**config.mk**
```make
export PLATFORM = sky130hd
export DESIGN_NAME = doorlock_code_check
export DESIGN_NICKNAME = d
export VERILOG_FILES = /design/src/rtl/doorlock_pkg.sv /design/src/rtl/doorlock_digit_buf.sv /design/src/rtl/doorlock_code_check.sv
export SDC_FILE = /design/constraint.sdc
export NUM_CORES = 1
export LEC_CHECK = 0
export BUFFER_PORTS_ARGS = -buffer_cell sky130_fd_sc_hd__buf_2
export CORE_MARGIN = 4
export CORE_UTILIZATION = 45
export CTS_CLUSTER_DIAMETER = 200
export DETAILED_ROUTE_END_ITERATION = 8
export GPL_TIMING_DRIVEN = 0
export PLACE_DENSITY = 0.72
export SYNTH_ARGS = -nofsm -noshare
export SYNTH_HDL_FRONTEND = slang
export SYNTH_SLANG_ARGS = --single-unit
```
**constraint.sdc**
```tcl
create_clock -name clk -period 5.1 [get_ports clk]
set_input_delay 1.02 -clock clk [delete_from_list [all_inputs] [get_ports clk]]
set_output_delay 1.02 -clock clk [all_outputs]
set_load 0.1 [all_outputs]
```
**src/rtl/doorlock_pkg.sv**
```systemverilog
// Shared definitions for the keypad code checker.
//   KEY_CLEAR / KEY_ENTER : special keypad codes (0-9 are digits, C-F ignored)
//   state_t               : checker FSM states
//   is_digit()            : true for key codes 0-9
package doorlock_pkg;

  localparam logic [3:0] KEY_CLEAR = 4'hA;
  localparam logic [3:0] KEY_ENTER = 4'hB;

  typedef enum logic [1:0] {
    S_ENTRY   = 2'd0,
    S_CHECK   = 2'd1,
    S_LOCKOUT = 2'd2
  } state_t;

  function automatic logic is_digit(input logic [3:0] k);
    return (k <= 4'd9);
  endfunction

endpackage

```
**src/rtl/doorlock_digit_buf.sv**
```systemverilog
// Digit entry buffer: shifts digits in at the LS nibble, counts them and
// flags any digit typed once the buffer is full.
//   clk, rst   : clock, synchronous active-high reset
//   clr        : zero buffer, count and overflow (wins over digit_en)
//   digit_en   : accept 'digit' this cycle
//   digit      : 4-bit digit value
//   buf_o      : buffered digits, first-entered digit in the MS nibble
//   cnt_o      : digits buffered (0..DIGITS)
//   overflow_o : a digit arrived while the buffer was full
module doorlock_digit_buf #(
  parameter int unsigned DIGITS = 4
) (
  input  logic                  clk,
  input  logic                  rst,
  input  logic                  clr,
  input  logic                  digit_en,
  input  logic [3:0]            digit,
  output logic [4*DIGITS-1:0]   buf_o,
  output logic [3:0]            cnt_o,
  output logic                  overflow_o
);

  localparam int unsigned BW = 4 * DIGITS;

  logic [BW-1:0] buf_q, buf_d;
  logic [3:0]    cnt_q, cnt_d;
  logic          ovf_q, ovf_d;

  always_ff @(posedge clk) begin
    if (rst) begin
      buf_q <= '0;
      cnt_q <= '0;
      ovf_q <= 1'b0;
    end else begin
      buf_q <= buf_d;
      cnt_q <= cnt_d;
      ovf_q <= ovf_d;
    end
  end

  always_comb begin
    buf_d = buf_q;
    cnt_d = cnt_q;
    ovf_d = ovf_q;
    if (clr) begin
      buf_d = '0;
      cnt_d = '0;
      ovf_d = 1'b0;
    end else if (digit_en) begin
      if (cnt_q == 4'(DIGITS)) begin
        ovf_d = 1'b1;
      end else begin
        buf_d = (buf_q << 4) | BW'(digit);
        cnt_d = cnt_q + 4'd1;
      end
    end
  end

  assign buf_o      = buf_q;
  assign cnt_o      = cnt_q;
  assign overflow_o = ovf_q;

endmodule

```
**src/rtl/doorlock_code_check.sv**
```systemverilog
// Keypad code checker feeding the door-lock open-time stage.
// Collects digits, compares against the stored code on ENTER, pulses
// unlock / fail / prog_done for one cycle, and locks out all keys for
// 2^LOCK_W cycles after MAX_FAIL consecutive failures. The code may be
// reprogrammed once right after a successful unlock (prog_en high at ENTER).
//   clk, rst   : clock, synchronous active-high reset
//   key_valid  : one-cycle strobe qualifying key_code
//   key_code   : 0-9 digit, A CLEAR, B ENTER, C-F ignored
//   prog_en    : level, sampled at ENTER; requests a code reprogram
//   unlock     : one-cycle pulse on a match (drives open-time stage din)
//   fail       : one-cycle pulse on a rejected check
//   prog_done  : one-cycle pulse when a new code is stored
//   locked_out : high for the whole lockout interval
//   digit_cnt  : digits currently buffered
module doorlock_code_check
  import doorlock_pkg::*;
#(
  parameter int unsigned         DIGITS       = 4,
  parameter int unsigned         MAX_FAIL     = 3,
  parameter int unsigned         LOCK_W       = 28,
  parameter logic [4*DIGITS-1:0] DEFAULT_CODE = 16'h1234
) (
  input  logic       clk,
  input  logic       rst,
  input  logic       key_valid,
  input  logic [3:0] key_code,
  input  logic       prog_en,
  output logic       unlock,
  output logic       fail,
  output logic       prog_done,
  output logic       locked_out,
  output logic [3:0] digit_cnt
);

  state_t                state_q, state_d;
  logic [2:0]            fail_cnt_q, fail_cnt_d;
  logic                  armed_q, armed_d;
  logic [4*DIGITS-1:0]   code_q, code_d;
  logic [LOCK_W-1:0]     lock_cnt_q, lock_cnt_d;
  logic                  prog_q, prog_d;
  logic                  unlock_q, unlock_d;
  logic                  fail_q, fail_d;
  logic                  prog_done_q, prog_done_d;

  logic                  buf_clr;
  logic                  digit_en;
  logic                  fail_hit;
  logic [4*DIGITS-1:0]   entry_buf;
  logic [3:0]            entry_cnt;
  logic                  entry_ovf;
  logic                  entry_valid;

  // The buffer only moves in S_ENTRY, so it holds the latched entry
  // through S_CHECK without a separate copy.
  doorlock_digit_buf #(
    .DIGITS(DIGITS)
  ) u_digit_buf (
    .clk        (clk),
    .rst        (rst),
    .clr        (buf_clr),
    .digit_en   (digit_en),
    .digit      (key_code),
    .buf_o      (entry_buf),
    .cnt_o      (entry_cnt),
    .overflow_o (entry_ovf)
  );

  assign entry_valid = (entry_cnt == 4'(DIGITS)) && !entry_ovf;

  // State register
  always_ff @(posedge clk) begin
    if (rst) begin
      state_q     <= S_ENTRY;
      fail_cnt_q  <= '0;
      armed_q     <= 1'b0;
      code_q      <= DEFAULT_CODE;
      lock_cnt_q  <= '0;
      prog_q      <= 1'b0;
      unlock_q    <= 1'b0;
      fail_q      <= 1'b0;
      prog_done_q <= 1'b0;
    end else begin
      state_q     <= state_d;
      fail_cnt_q  <= fail_cnt_d;
      armed_q     <= armed_d;
      code_q      <= code_d;
      lock_cnt_q  <= lock_cnt_d;
      prog_q      <= prog_d;
      unlock_q    <= unlock_d;
      fail_q      <= fail_d;
      prog_done_q <= prog_done_d;
    end
  end

  // Next-state and datapath
  always_comb begin
    state_d     = state_q;
    fail_cnt_d  = fail_cnt_q;
    armed_d     = armed_q;
    code_d      = code_q;
    lock_cnt_d  = lock_cnt_q;
    prog_d      = prog_q;
    unlock_d    = 1'b0;
    fail_d      = 1'b0;
    prog_done_d = 1'b0;
    buf_clr     = 1'b0;
    digit_en    = 1'b0;
    fail_hit    = 1'b0;

    unique case (state_q)
      S_ENTRY: begin
        if (key_valid) begin
          if (is_digit(key_code)) begin
            digit_en = 1'b1;
          end else if (key_code == KEY_CLEAR) begin
            buf_clr = 1'b1;
          end else if (key_code == KEY_ENTER) begin
            prog_d  = prog_en;
            state_d = S_CHECK;
          end
        end
      end

      S_CHECK: begin
        buf_clr = 1'b1;
        if (prog_q) begin
          if (armed_q && entry_valid) begin
            code_d      = entry_buf;
            prog_done_d = 1'b1;
            armed_d     = 1'b0;
          end else begin
            fail_hit = 1'b1;
          end
        end else if (entry_valid && (entry_buf == code_q)) begin
          unlock_d   = 1'b1;
          fail_cnt_d = '0;
          armed_d    = 1'b1;
        end else begin
          fail_hit = 1'b1;
        end

        if (fail_hit) begin
          fail_d  = 1'b1;
          armed_d = 1'b0;
          if (fail_cnt_q < 3'(MAX_FAIL)) begin
            fail_cnt_d = fail_cnt_q + 3'd1;
          end
        end

        if (fail_cnt_d == 3'(MAX_FAIL)) begin
          state_d    = S_LOCKOUT;
          lock_cnt_d = '1;
        end else begin
          state_d = S_ENTRY;
        end
      end

      S_LOCKOUT: begin
        if (lock_cnt_q == '0) begin
          state_d    = S_ENTRY;
          fail_cnt_d = '0;
        end else begin
          lock_cnt_d = lock_cnt_q - LOCK_W'(1);
        end
      end

      default: state_d = S_ENTRY;
    endcase
  end

  // Outputs
  always_comb begin
    unlock     = unlock_q;
    fail       = fail_q;
    prog_done  = prog_done_q;
    locked_out = (state_q == S_LOCKOUT);
    digit_cnt  = entry_cnt;
  end

endmodule
```
* Yosys cells after proc, flatten, opt, wreduce, memory -nomap -nowiden *
Cells that the tools add are included.

operators by class
  reductions and logical operators = 20
  bitwise logic cells = 6
  order comparisons = 2
  muxes and demuxes = 35
  add/subtract/negate cells = 3
  equal/unequal tests = 15

operators by type and width
  cell                     number
  $mux W28                 2
  $pmux W28 S2             1
  $logic_not A28 Y1        1
  $sub A28 B1 Y28 const B  1
  $mux W3                  6
  $mux W1                  17
  $eq A16 B16 Y1           1
  $or A16 B4 Y16           1
  $mux W2                  6
  $ne A2 B2 Y1 const B     6
  $reduce_and A5 Y1        2
  $reduce_and A3 Y1        3
  $eq A4 B4 Y1 const B     2
  $pmux W2 S3              1
  $pmux W3 S2              1
  $reduce_and A2 Y1        3
  $reduce_or A3 Y1         2
  $not A1 Y1               5
  $add A4 B1 Y4 const B    1
  $eq A4 B3 Y1 const B     1
  $le A4 B4 Y1 const B     1
  $reduce_or A2 Y1         2
  $add A3 B1 Y3 const B    1
  $eq A3 B2 Y1 const B     1
  11 further kinds         13

word-level totals
  logic and storage cells = 93
  bits of input ports = 8
  flip-flop bits (word level) = 75
  output and inout port bits = 8

* Logic depth before layout (Yosys ltp) *
Gate-level depths: netlist (run 1).

  word-level depth = 11
  gate-level depth with buffers = 10
  depth with buffers taken out = 8

* Cells and area by module *
From an unflattened synthesis (run 1), not the netlist that was laid out.

unflattened totals
  cell total of the unflattened synthesis = 433
  area total of the unflattened synthesis = 3852.4 µm²

by module, submodules not included
  module               cells each  area an instance (µm²)  times used
  doorlock_code_check  344         2996.6                  1
  doorlock_digit_buf   89          855.8                   1

* Least setup slack after synthesis (run 1) *
Ideal clock, no wire load.

  path type = reg-to-reg
  start = register u_digit_buf.cnt_q[0], in the netlist u_digit_buf.cnt_o[0]
  end = register lock_cnt_q[13]
  arrival = 2.691 ns
  data required time = 5.030 ns
  path slack = 2.339 ns
  stages on the path, launching flop included = 11
  setup time = 0.070 ns
  buffers on the path = 2
  cell sequence = dfxtp_1 -> inv_1 -> ha_1 -> nand3b_1 -> o31a_1 -> o31a_1 -> o21a_1 -> clkbuf_1 -> buf_1 -> nand2_1 -> a21oi_1

on the way
  longest elaborated chain between the ends = 11
  elaborated cells on any way between the ends = 16

RTL lines
  element                                        line                                                    source
  start: declaration                             doorlock_digit_buf.sv:26                                logic [3:0] cnt_q, cnt_d;
  start signal: assignment                       doorlock_digit_buf.sv:36                                cnt_q <= cnt_d;
  $eq A4 B3 Y1 *                                 doorlock_code_check.sv:68                               assign entry_valid = (entry_cnt == 4'(DIGITS)) && !entry_ovf;
  $logic_and A1 B1 Y1 *                          doorlock_code_check.sv:68
  $logic_and A1 B1 Y1, on equally long branches  doorlock_code_check.sv:134, doorlock_code_check.sv:127
  $mux W3, or another cell as far along          doorlock_code_check.sv:134                              end else if (entry_valid && (entry_buf == code_q)) begin
  $mux W3 or $mux W1 (tied branches)             doorlock_code_check.sv:126                              if (prog_q) begin
  $mux W3 or $mux W1 (tied branches)             doorlock_code_check.sv:145, doorlock_code_check.sv:110
  $mux W3 *                                      doorlock_code_check.sv:142                              if (fail_hit) begin
  $mux W3 *                                      doorlock_code_check.sv:110                              unique case (state_q)
  $eq A3 B2 Y1 *                                 doorlock_code_check.sv:150                              if (fail_cnt_d == 3'(MAX_FAIL)) begin
  $ne A2 B2 Y1 (no source line) *                --
  $reduce_and A3 Y1 (no source line) *           --
  end signal: assignment                         doorlock_code_check.sv:87                               lock_cnt_q <= lock_cnt_d;
  end: declaration                               doorlock_code_check.sv:39                               logic [LOCK_W-1:0] lock_cnt_q, lock_cnt_d;

Mark *: on every way between the ends. The rest lies on a longest branch, timed or not. The select of a mux whose other input is x is not followed.
A chain may end at the register's enable or synchronous reset.

* Worst setup path after layout (run 1) *
  start = register fail_cnt_q[0]
  end = register lock_cnt_q[3]

on the way
  longest elaborated chain between the ends = 8
  elaborated cells on any way between the ends = 10

RTL lines
  element                                                                line                        source
  start: declaration                                                     doorlock_code_check.sv:36   logic [2:0] fail_cnt_q, fail_cnt_d;
  start signal: assignment                                               doorlock_code_check.sv:84   fail_cnt_q <= fail_cnt_d;
  parallel branches: the longest is 3 deep, another holds $add A3 B1 Y3  --
  $mux W3 *                                                              doorlock_code_check.sv:142
  $mux W3 *                                                              doorlock_code_check.sv:110
  $eq A3 B2 Y1 *                                                         doorlock_code_check.sv:150
  $ne A2 B2 Y1 (no source line) *                                        --
  $reduce_and A3 Y1 (no source line) *                                   --

Every way passes the cells marked *. The select of a mux whose other input is x is not followed.

==> results of run 1 <==
cell type report:
cell class | instances | area [um^2]
fillers | 756 | 3980
inverters | 11 | 41.3
repair buffers | 15 | 75.1
multi-input cells | 339 | 2110
well taps | 105 | 131
plain buffers | 30 | 133
flip-flops and latches | 75 | 1500
clock buffers | 9 | 124
clock inverters | 7 | 124
registers in the layout, indices dropped and copies added, names as in the netlist:
name,flops
code_q,16
lock_cnt_q,28
prog_q,1
prog_done,1
fail,1
state_q,2
fail_cnt_q,3
u_digit_buf.cnt_o,4
unlock,1
u_digit_buf.overflow_o,1
u_digit_buf.buf_o,16
armed_q,1
kinds of logic (layout without fill, tap and decap cells):
logic type	count (synthesis)	after routing	synth area share, %
AO/OA/AOI/OAI	125	125	21.1
XOR/XNOR	18	18	4.17
adder cells (fa/ha/maj)	7	7	2.32
buffers and inverters	41	72	4.60
flip-flops	75	75	39.7
multiplexers	13	13	3.44
AND/OR/NAND/NOR	176	176	24.6
metrics by stage:
stage	power (mW)	std cells
2_1_floorplan	0.774	455
3_3_place_gp	0.821	575
3_5_place_dp	0.825	575
4_1_cts	1.39	591
5_1_grt	1.44	591
6_report	1.39	591
where the power goes:
part	switching, mW	total (mW)	internal, mW
clock network	0.241	0.570	0.328
registers	0.0125	0.608	0.596
logic	0.140	0.208	0.0682
worst reg2reg max path: cells and delay by family (launching register included):
kind / cells / cell delay (ns)
AO/OA/AOI/OAI: 4 / 0.73
adder cells (fa/ha/maj): 1 / 0.31
buffers and inverters: 2 / 0.92
flip-flops: 1 / 0.37
AND/OR/NAND/NOR: 2 / 0.41
metal layers:
metal  track usage, %  routed length [um]
met3             4.84                 577
met5                0                   0
met4             5.67                 141
met1             26.8                4230
met2             32.7                4560
cells in the final DEF, fill, tap and decap left out, types with 2 or more instances in the layout:
cell type and count:
nor4b_1 2, o21ai_0 21, ha_1 7, xor2_1 16, nand3b_1 3, nand3_1 25
buf_2 16, inv_1 11, xnor2_1 2, o31ai_1 17, nor2_1 28, nand4_1 2
or4_1 6, a21oi_1 51, bufinv_16 3, a211oi_1 3, or2_2 3, nand2_1 47
a311oi_1 10, mux2i_1 13, dfxtp_1 75, clkinv_4 2, o31a_1 2, nor3_1 20
clkbuf_8 9, clkbuf_1 25, nor4_1 13, a211o_1 6, o41ai_1 4, o21ai_2 2
buf_6 2, and3_1 9, or3_1 8
how the worst max path moves through the flow:
stage,from,endpoint,cells after the start
2_1_floorplan,u_digit_buf.cnt_o[0],lock_cnt_q[13],10
3_3_place_gp,key_code[3],u_digit_buf.buf_o[7],9
3_5_place_dp,key_code[1],u_digit_buf.buf_o[5],9
4_1_cts,fail_cnt_q[0],lock_cnt_q[3],9
5_1_grt,fail_cnt_q[0],lock_cnt_q[8],9
6_report,fail_cnt_q[0],lock_cnt_q[3],9
==> results.json, run 1 <==
{
  "synthTopCellsByArea": "dfxtp_1, a21oi_1, nand2_1",
  "cts_tree": "built",
  "cp-end-kind": "flop",
  "syn_inst": 455,
  "path_max_fanout": 10,
  "drive_gt1_share_pct": 9.88,
  "slew_violations": 0,
  "finalSetupTns_ns": 0,
  "hold_path_startpoint": "armed_q",
  "ys_types": 51,
  "drt_pass1_iterations": 4,
  "cellLeakagePower_nw": 1.70,
  "start_util_pct": 46.0,
  "drv_cap": 0,
  "timing.critical_path.mode_cell": "o31a_1",
  "cts_root_buffer": "clkbuf_8",
  "vias": 3550,
  "required_ns": 5.37,
  "holdBufCountCts": 0,
  "maxSlewHeadroom_pct": 46.0,
  "async_flop_share_pct": 0,
  "yosysTopAreaCell": "dfxtp_1",
  "worst_pin_slew_ns": 0.803,
  "vdd_drop_max_uv": 181,
  "grt_pass1_vias": 3403,
  "num_io_pins": 16,
  "drtIter0Drc": 235,
  "rsz0062_at_grt": "no",
  "yosys.cell_count.top_type": "dfxtp_1",
  "num_antenna_cells": 0,
  "period_share_pct": 55.1,
  "start_kind": "flop",
  "drt_wl_total_mm": 9.51,
  "antenna_found_initial": 0,
  "synth_warnings": 0,
  "post_cts_resized": 0,
  "via_per_inst": 6.01,
  "clkSinkCount": 75,
  "nets": 496,
  "fin_crit_ns": 2.81,
  "rows": 33,
  "p_per_area_mw_per_mm2": 327,
  "synth_edf_count": 0,
  "antenna_left": 0,
  "dpl_cell_area_mm2": 0.00399,
  "clockBufferDepth": 2,
  "ys_seq_area_share_pct": 39.7,
  "die_w_um": 99.7,
  "crit_family": "buffers and inverters",
  "htree_levels": 3,
  "gp_congestion": 0.904,
  "ff2ff_path_depth": 9,
  "fp.dieH_um": 99.7,
  "pre_cts_slack_ns": 2.22,
  "clock.fmax_ghz": 0.356,
  "syn-num-nets": 470,
  "crit_path_cell_trace": "ha_1 > nor4b_1 > o31a_1 > o31a_1 > o21a_1 > clkbuf_1 > buf_1 > nand2_1 > a21oi_1",
  "status": "completed",
  "place_hpwl_mm": 6.72,
  "hold_depth": 2,
  "clk_latency_ns": 0.35,
  "worstSetupPathType": "reg2reg",
  "portBuffers": 15,
  "cts-buffers-inserted": 9,
  "globalRouteOverflowTotal": 0,
  "design_area_mm2": 0.00424,
  "area_growth_pct": 12.0,
  "fin_ws_ns": 2.29,
  "cts.clk_slew.worst_paths_ns": 0.09,
  "finish.utilization_pct": 51.6,
  "cp_slowest_cell": "buf_1",
  "synth_common_cells": "dfxtp_1, a21oi_1, nand2_1",
  "die_area_mm2": 0.00994,
  "slowest_delay_ns": 0.50,
  "core-area_mm2": 0.00822,
  "synth_top_area_share_pct": 39.7,
  "skew_ns": 0.0141,
  "syn-mean-instance-area_um2": 8.31,
  "grt_pass1_wl_mm": 16.4,
  "netlist_area_mm2": 0.00378,
  "grt.total_usage_pct": 20.2,
  "arrival_ns": 3.08,
  "cts_setup_buffers": 0,
  "cp.buffers_inverters": 2,
  "drc_errors": 0,
  "grt_max_degree": 15,
  "ys_ff_latch": 75,
  "reg2reg_from": "fail_cnt_q[0]",
  "wire_per_inst_um": 16.1,
  "setup-violations-final": 0,
  "rrSetupSlack_ns": 2.29,
  "synth_ff_type": "dfxtp_1",
  "r2r-end": "lock_cnt_q[3]",
  "fin_hold_ws_ns": 0.477,
  "hold_path.class": "reg2reg",
  "finalHoldViolations": 0,
  "hold_path_end": "armed_q"
}
No activity file was read; power rests on OpenSTA's default activity.
==> run 2: changes to the inputs <==
--- a/config.mk
+++ b/config.mk
@@ -5,6 +5,7 @@
 export SDC_FILE = /design/constraint.sdc
 export NUM_CORES = 1
 export LEC_CHECK = 0
+export ABC_AREA = 1
 export BUFFER_PORTS_ARGS = -buffer_cell sky130_fd_sc_hd__buf_2
 export CORE_MARGIN = 4
 export CORE_UTILIZATION = 45
==> constraint.sdc (replaced) <==
create_clock -name clk -period 2.9 [get_ports clk]
set_input_delay 0.58 -clock clk [delete_from_list [all_inputs] [get_ports clk]]
set_output_delay 0.58 -clock clk [all_outputs]
set_load 0.1 [all_outputs]
==> run 2 against run 1 <==
Net effect:
- cell count increased by 34%
- non-clock buffer count is 7 lower
- highest routed layer unchanged
- hold slack worse by 0.0088 ns
- via count grew 17%
- wire length rose by 11%
- area after synthesis grew 14%
- maximum frequency is 15% higher
- critical path type unchanged
- largest cell class unchanged
==> results.json, run 2 <==
{
  "clkSinkCount": 75,
  "p_int_mw": 2.65,
  "rrSetupSlack_ns": 0.45,
  "syn-num-nets": 645,
  "start_kind": "flop",
  "grt.total_usage_pct": 19.3,
  "finalHoldViolations": 0,
  "timing.critical_path.mode_cell": "nand2_1",
  "drv_cap": 0,
  "syn-mean-instance-area_um2": 6.83,
  "synth_edf_count": 0,
  "fp.dieH_um": 106,
  "globalRouteOverflowTotal": 0,
  "fin_hold_ws_ns": 0.468,
  "cts_setup_buffers": 0,
  "synth_xor_area_share_pct": 0.203,
  "status": "completed",
  "drc_errors": 0,
  "mostFrequentLayoutCells": "nand2_1, dfxtp_1, inv_1",
  "yosysTopAreaCell": "dfxtp_1",
  "yosys.cell_count.top_type": "nand2_1",
  "grtUsageMet2_pct": 29.5,
  "arrival_ns": 2.74,
  "grt-busiest-layer": "met2",
  "cellLeakagePower_nw": 1.96,
  "synth_top_area_share_pct": 34.9,
  "synthTopCellsByArea": "dfxtp_1, nand2_1, nand3_1",
  "slew_violations": 0,
  "p_comb_share_pct": 55.6,
  "die_area_mm2": 0.0112,
  "ys_ff_latch": 75,
  "syn_inst": 630,
  "grt_pass1_vias": 3717,
  "worst_pin_slew_ns": 0.771,
  "ys_types": 36,
  "rows": 35,
  "antenna_found_initial": 0,
  "grt_max_degree": 17,
  "use_met3_pct": 3.43,
  "n_fill_cell": 952,
  "worstSetupPathType": "reg2reg",
  "cp-end-kind": "flop",
  "wire_per_inst_um": 13.4,
  "post_cts_resized": 0,
  "die_w_um": 106,
  "drtIter0Drc": 285,
  "drt_pass1_iterations": 5,
  "fin_ws_ns": 0.450,
  "grt_pass1_wl_mm": 17.5,
  "period_share_pct": 84.5,
  "synth_warnings": 0,
  "async_flop_share_pct": 0,
  "vdd_drop_max_uv": 459,
  "cts_tree": "built",
  "synth_top_family_by_area": "simple AND/OR/NAND/NOR gates",
  "cts.clk_slew.worst_paths_ns": 0.10,
  "cts_root_buffer": "clkbuf_8",
  "ys_seq_area_share_pct": 34.9,
  "pwr-share-clk_pct": 15.2,
  "synthSimpleGateAreaFrac_pct": 36.6,
  "synth_common_cells": "nand2_1, dfxtp_1, inv_1",
  "antenna_left": 0,
  "num_antenna_cells": 0,
  "start_util_pct": 46.4,
  "synthAdderAreaFrac_pct": 2.03,
  "htree_levels": 3,
  "clockBufferDepth": 2,
  "path_max_fanout": 10,
  "synth_ff_type": "dfxtp_1",
  "setup-violations-final": 0,
  "holdBufCountCts": 0,
  "p_per_area_mw_per_mm2": 1120,
  "core-area_mm2": 0.00928,
  "place_hpwl_mm": 7.82,
  "netlist_area_mm2": 0.00431,
  "num_io_pins": 16,
  "maxSlewHeadroom_pct": 48.6,
  "mostFrequentLayoutCell": "nand2_1",
  "cts-buffers-inserted": 9,
  "portBuffers": 15,
  "drt_wl_total_mm": 10.6,
  "synth-compound-area-share_pct": 15.8,
  "gp_congestion": 0.900,
  "largest_register_ffs": 28,
  "clk_latency_ns": 0.37,
  "cp_slowest_cell": "dfxtp_1",
  "fin_crit_ns": 2.45,
  "rsz0062_at_grt": "no",
  "switchingPower_mw": 2.64,
  "hold_path.class": "in2reg",
  "skew_ns": 0.0166,
  "vias": 4151,
  "regMostFlops": "lock_cnt_q",
  "crit_path_cell_trace": "inv_1 > ha_1 > nand2_1 > nor2_2 > inv_2 > nor2_4 > nand2_1 > nor2_2 > nand3_2 > o211ai_1 > nand2_1 > nand3_2 > nand2_4 > nand2_4 > buf_2 > nand2_1 > a21oi_2",
  "pre_cts_slack_ns": 0.508,
  "required_ns": 3.19,
  "seqPwrFrac_pct": 29.2,
  "grt_use_met1_pct": 27.0,
  "swShare_pct": 49.9,
  "area_growth_pct": 9.88,
  "via_per_inst": 5.25,
  "slowest_delay_ns": 0.36,
  "finalSetupTns_ns": 0,
  "crit_family": "simple AND/OR/NAND/NOR gates",
  "synthMuxAreaShare_pct": 0,
  "nets": 671,
  "clock.fmax_ghz": 0.408,
  "drive_gt1_share_pct": 17.4,
  "cp.buffers_inverters": 3
}
[run 2: layout make-up]
class	count	area [um^2]	area share [%]
Clock buffer	9	124	2.62
Timing Repair Buffer	15	75.1	1.59
Multi-Input combinational cell	452	2350	49.7
Buffer	23	154	3.25
Clock inverter	7	65.1	1.38
Inverter	80	300	6.35
Tap cell	129	161	3.41
Sequential cell	75	1500	31.7
[run 2: worst paths after layout]
kind	end	start	depth (start not counted)
hold / removal	u_digit_buf.buf_o[3]	key_code[3]	3
hold reg to reg	lock_cnt_q[1]	lock_cnt_q[1]	2
setup / recovery	lock_cnt_q[2]	u_digit_buf.cnt_o[0]	17
setup reg to reg	lock_cnt_q[2]	u_digit_buf.cnt_o[0]	17
[run 2: metal layers]
metal	vias to the layer above	part of all wire [%]
met4	0	1.6
met1	1914	50
li1	2103	-
met2	120	44
met3	14	4.8
met5	-	0
[run 2: per-stage QoR]
stage               power, mW  util (%)  std cells  instance area, um^2
floorplan                3.87         -        630                 4310
global placement         4.38      48.9        774                 4540
detailed placement       4.47      48.9        774                 4540
CTS                      5.27      51.0        790                 4730
global route             5.72      51.0        790                 4730
finish                   5.29      51.0        790                 4730
[run 2: cells by family after synthesis]
| kind of cell | after synthesis |
|---|---|
| DFF | 75 |
| adders and majority gates | 7 |
| and+or+nand+nor | 329 |
| buffers and inverters | 103 |
| xor gates and xnor gates | 1 |
| AOI/OAI and AO/OA | 115 |
[run 2: worst reg2reg max path: stages, from the launching register on]
cell	delay (ns)
dfxtp_1	0.36
inv_1	0.09
ha_1	0.15
nand2_1	0.06
nor2_2	0.12
inv_2	0.07
nor2_4	0.15
nand2_1	0.08
nor2_2	0.13
nand3_2	0.16
o211ai_1	0.12
nand2_1	0.12
nand3_2	0.12
nand2_4	0.07
nand2_4	0.12
buf_2	0.24
nand2_1	0.10
a21oi_2	0.12
[run 2: power by group through the flow]
stage	Clock, mW	Combinational, mW	Sequential (mW)
2_1_floorplan	0	2.31	1.56
3_3_place_gp	0	2.84	1.55
3_5_place_dp	0	2.92	1.56
4_1_cts	0.809	2.93	1.54
5_1_grt	0.839	3.30	1.59
6_report	0.802	2.94	1.55
==> run 3: changes to the inputs <==
--- a/config.mk
+++ b/config.mk
@@ -5,14 +5,14 @@
 export SDC_FILE = /design/constraint.sdc
 export NUM_CORES = 1
 export LEC_CHECK = 0
-export ABC_AREA = 1
+export ABC_AREA = 0
 export BUFFER_PORTS_ARGS = -buffer_cell sky130_fd_sc_hd__buf_2
 export CORE_MARGIN = 4
 export CORE_UTILIZATION = 45
 export CTS_CLUSTER_DIAMETER = 200
 export DETAILED_ROUTE_END_ITERATION = 8
 export GPL_TIMING_DRIVEN = 0
-export PLACE_DENSITY = 0.72
+export PLACE_DENSITY = 0.75
 export SYNTH_ARGS = -nofsm -noshare
 export SYNTH_HDL_FRONTEND = slang
 export SYNTH_SLANG_ARGS = --single-unit
==> constraint.sdc (replaced) <==
create_clock -name clk -period 2 [get_ports clk]
set_input_delay 0.4 -clock clk [delete_from_list [all_inputs] [get_ports clk]]
set_output_delay 0.4 -clock clk [all_outputs]
set_load 0.1 [all_outputs]
==> run 3 against run 2 <==
Net effect:
- the flow now finishes with violations (setup timing)
- cell count shrank 20%
- register-to-register slack lost 0.88 ns
- wire length grew 9.3%
- largest cell class unchanged
==> results.json, run 3 (same netlist as run 1, synthesis figures left out) <==
{
  "status": "complete, but fails checks",
  "violations": "setup timing",
  "start_util_pct": 46.0,
  "hold_path.class": "in2reg",
  "cp-end-kind": "flop",
  "cts.clk_slew.worst_paths_ns": 0.08,
  "drt_pass1_iterations": 7,
  "path_max_fanout": 6,
  "antenna_found_initial": 0,
  "seqPwrFrac_pct": 40.6,
  "die_w_um": 99.7,
  "instances_no_fill": 630,
  "cellLeakagePower_nw": 2.03,
  "dpl_cell_area_mm2": 0.00410,
  "clk_latency_ns": 0.36,
  "htree_levels": 3,
  "r2r-end": "lock_cnt_q[17]",
  "drc_errors": 0,
  "finalHoldViolations": 0,
  "largest_register_ffs": 28,
  "vias": 3903,
  "area_growth_pct": 33.8,
  "clockBufferDepth": 2,
  "timing.critical_path.mode_cell": "or4_4",
  "period_share_pct": 121,
  "fin_hold_ws_ns": 0.291,
  "fin_ws_ns": -0.425,
  "num_io_pins": 16,
  "switchingPower_mw": 1.15,
  "swShare_pct": 30.3,
  "ff2ff_path_depth": 6,
  "mostFrequentLayoutCell": "dfxtp_1",
  "slew_violations": 0,
  "p_int_mw": 2.66,
  "p_per_area_mw_per_mm2": 753,
  "fp.dieH_um": 99.7,
  "via_per_inst": 6.20,
  "drive_gt1_share_pct": 31.8,
  "grt_use_met1_pct": 26.6,
  "drv_cap": 0,
  "drtIter0Drc": 288,
  "use_met3_pct": 5.68,
  "slowest_delay_ns": 0.60,
  "place_hpwl_mm": 6.81,
  "cp_slowest_cell": "or4_4",
  "fin_crit_ns": 2.43,
  "cp_num_cells": 6,
  "design_area_mm2": 0.00506,
  "num_antenna_cells": 0,
  "cts_root_buffer": "clkbuf_8",
  "grt_pass1_vias": 3692,
  "start_kind": "flop",
  "clock.fmax_ghz": 0.412,
  "core-area_mm2": 0.00822,
  "arrival_ns": 2.64,
  "finish.utilization_pct": 61.6,
  "holdBufCountCts": 0,
  "rows": 33,
  "crit_path_cell_trace": "or4_4 > or4_4 > o211ai_1 > o21ai_1 > a21oi_1 > nor3_1",
  "rrSetupSlack_ns": -0.43,
  "die_area_mm2": 0.00994,
  "dp.cells": 575,
  "antenna_left": 0,
  "worst_pin_slew_ns": 0.765,
  "cts_tree": "built",
  "worstSetupPathType": "reg2reg",
  "reg2reg_from": "lock_cnt_q[14]",
  "cts-buffers-inserted": 9,
  "grtUsageMet2_pct": 39.9,
  "skew_ns": 0.0113,
  "setup-violations-final": 33,
  "grt-busiest-layer": "met2",
  "drt_wl_total_mm": 11.6,
  "mostFrequentLayoutCells": "dfxtp_1, a21oi_1, nand2_1",
  "grt.total_usage_pct": 22.8,
  "pwr-share-clk_pct": 35.8,
  "grt_pass1_wl_mm": 18.1,
  "crit_path_start": "lock_cnt_q[14]",
  "rsz0062_at_grt": "yes",
  "maxSlewHeadroom_pct": 49.0,
  "cp.buffers_inverters": 0,
  "nets": 535,
  "vdd_drop_max_uv": 419,
  "regMostFlops": "lock_cnt_q",
  "critPathCapture": "lock_cnt_q[17]",
  "wire_per_inst_um": 18.3,
  "p_comb_share_pct": 23.6,
  "n_fill_cell": 636,
  "crit_family": "simple AND/OR/NAND/NOR gates",
  "required_ns": 2.22,
  "globalRouteOverflowTotal": 0,
  "grt_max_degree": 14,
  "clkSinkCount": 75,
  "gp_congestion": 0.904,
  "portBuffers": 15
}
run 3: cell types whose count changed in the layout (fill, tap and decap cells not counted), moves of 13 or more:
cell | previous run | this run
nand2_1 | 145 | 43
inv_1 | 70 | 7
nor2_1 | 60 | 26
nand3_1 | 54 | 22
buf_4 | 0 | 30
o21ai_0 | 38 | 11
nand3_2 | 22 | 1
dfxtp_1 | 75 | 59
xor2_1 | 0 | 16
nor3_1 | 3 | 18
a21oi_2 | 20 | 6
mux2i_1 | 0 | 13
run 3: final cells by class:
| cell class | instances | area (um^2) | area share (%) |
|---|---|---|---|
| multi-input cells | 339 | 2460 | 48.6 |
| flip-flops and latches | 75 | 1540 | 30.4 |
| repair buffers | 58 | 492 | 9.72 |
| plain buffers | 26 | 173 | 3.41 |
| clock buffers | 11 | 141 | 2.79 |
| well taps | 105 | 131 | 2.60 |
| clock inverters | 5 | 85.1 | 1.68 |
| inverters | 11 | 41.3 | 0.816 |
run 3: worst min path at each step:
stage	startpoint	slack (ns)	cells past startpoint	to
2_1_floorplan	armed_q	0.44	2	armed_q
3_3_place_gp	armed_q	0.46	2	armed_q
3_5_place_dp	armed_q	0.46	2	armed_q
4_1_cts	prog_en	0.29	3	prog_q
5_1_grt	key_code[2]	0.31	3	u_digit_buf.buf_o[2]
6_report	prog_en	0.29	3	prog_q
run 3: layer usage:
metal  up-vias  wire length [um]
li1       1814                 -
met1      1863              4670
met3        45               878
met5         -                 0
met4         0               300
met2       181              5710
run 3: repair_timing:
item,4_1_cts,5_1_grt
setup endpoints to repair,58,55
gates cloned,2,0
hold endpoints to repair,0,0
setup buffers,30,12
gates resized for setup,66,46
pin swaps,27,35
run 3: power groups by stage:
stage               registers, mW  logic, mW  clock network (mW)
finish                       1.55      0.899                1.36
global route                 1.55      0.940                1.46
CTS                          1.55      0.746                1.37
detailed placement           1.59      0.540                   0
global placement             1.59      0.531                   0
floorplan                    1.61      0.395                   0
run 3: per-stage QoR:
stage | setup TNS, ns | power [mW] | setup WS [ns]
after floorplan | -2.69 | 2.00 | -0.239
final | -8.13 | 3.81 | -0.425
after CTS | -6.28 | 3.66 | -0.287
after global routing | -9.82 | 3.95 | -0.440
after global placement | -13.25 | 2.12 | -0.384
after detailed placement | -16.31 | 2.13 | -0.483
run 3: worst min-delay path, stage by stage:
cell and delay, ns:
buf_2 0.08, mux2i_1 0.05, nor2_1 0.08
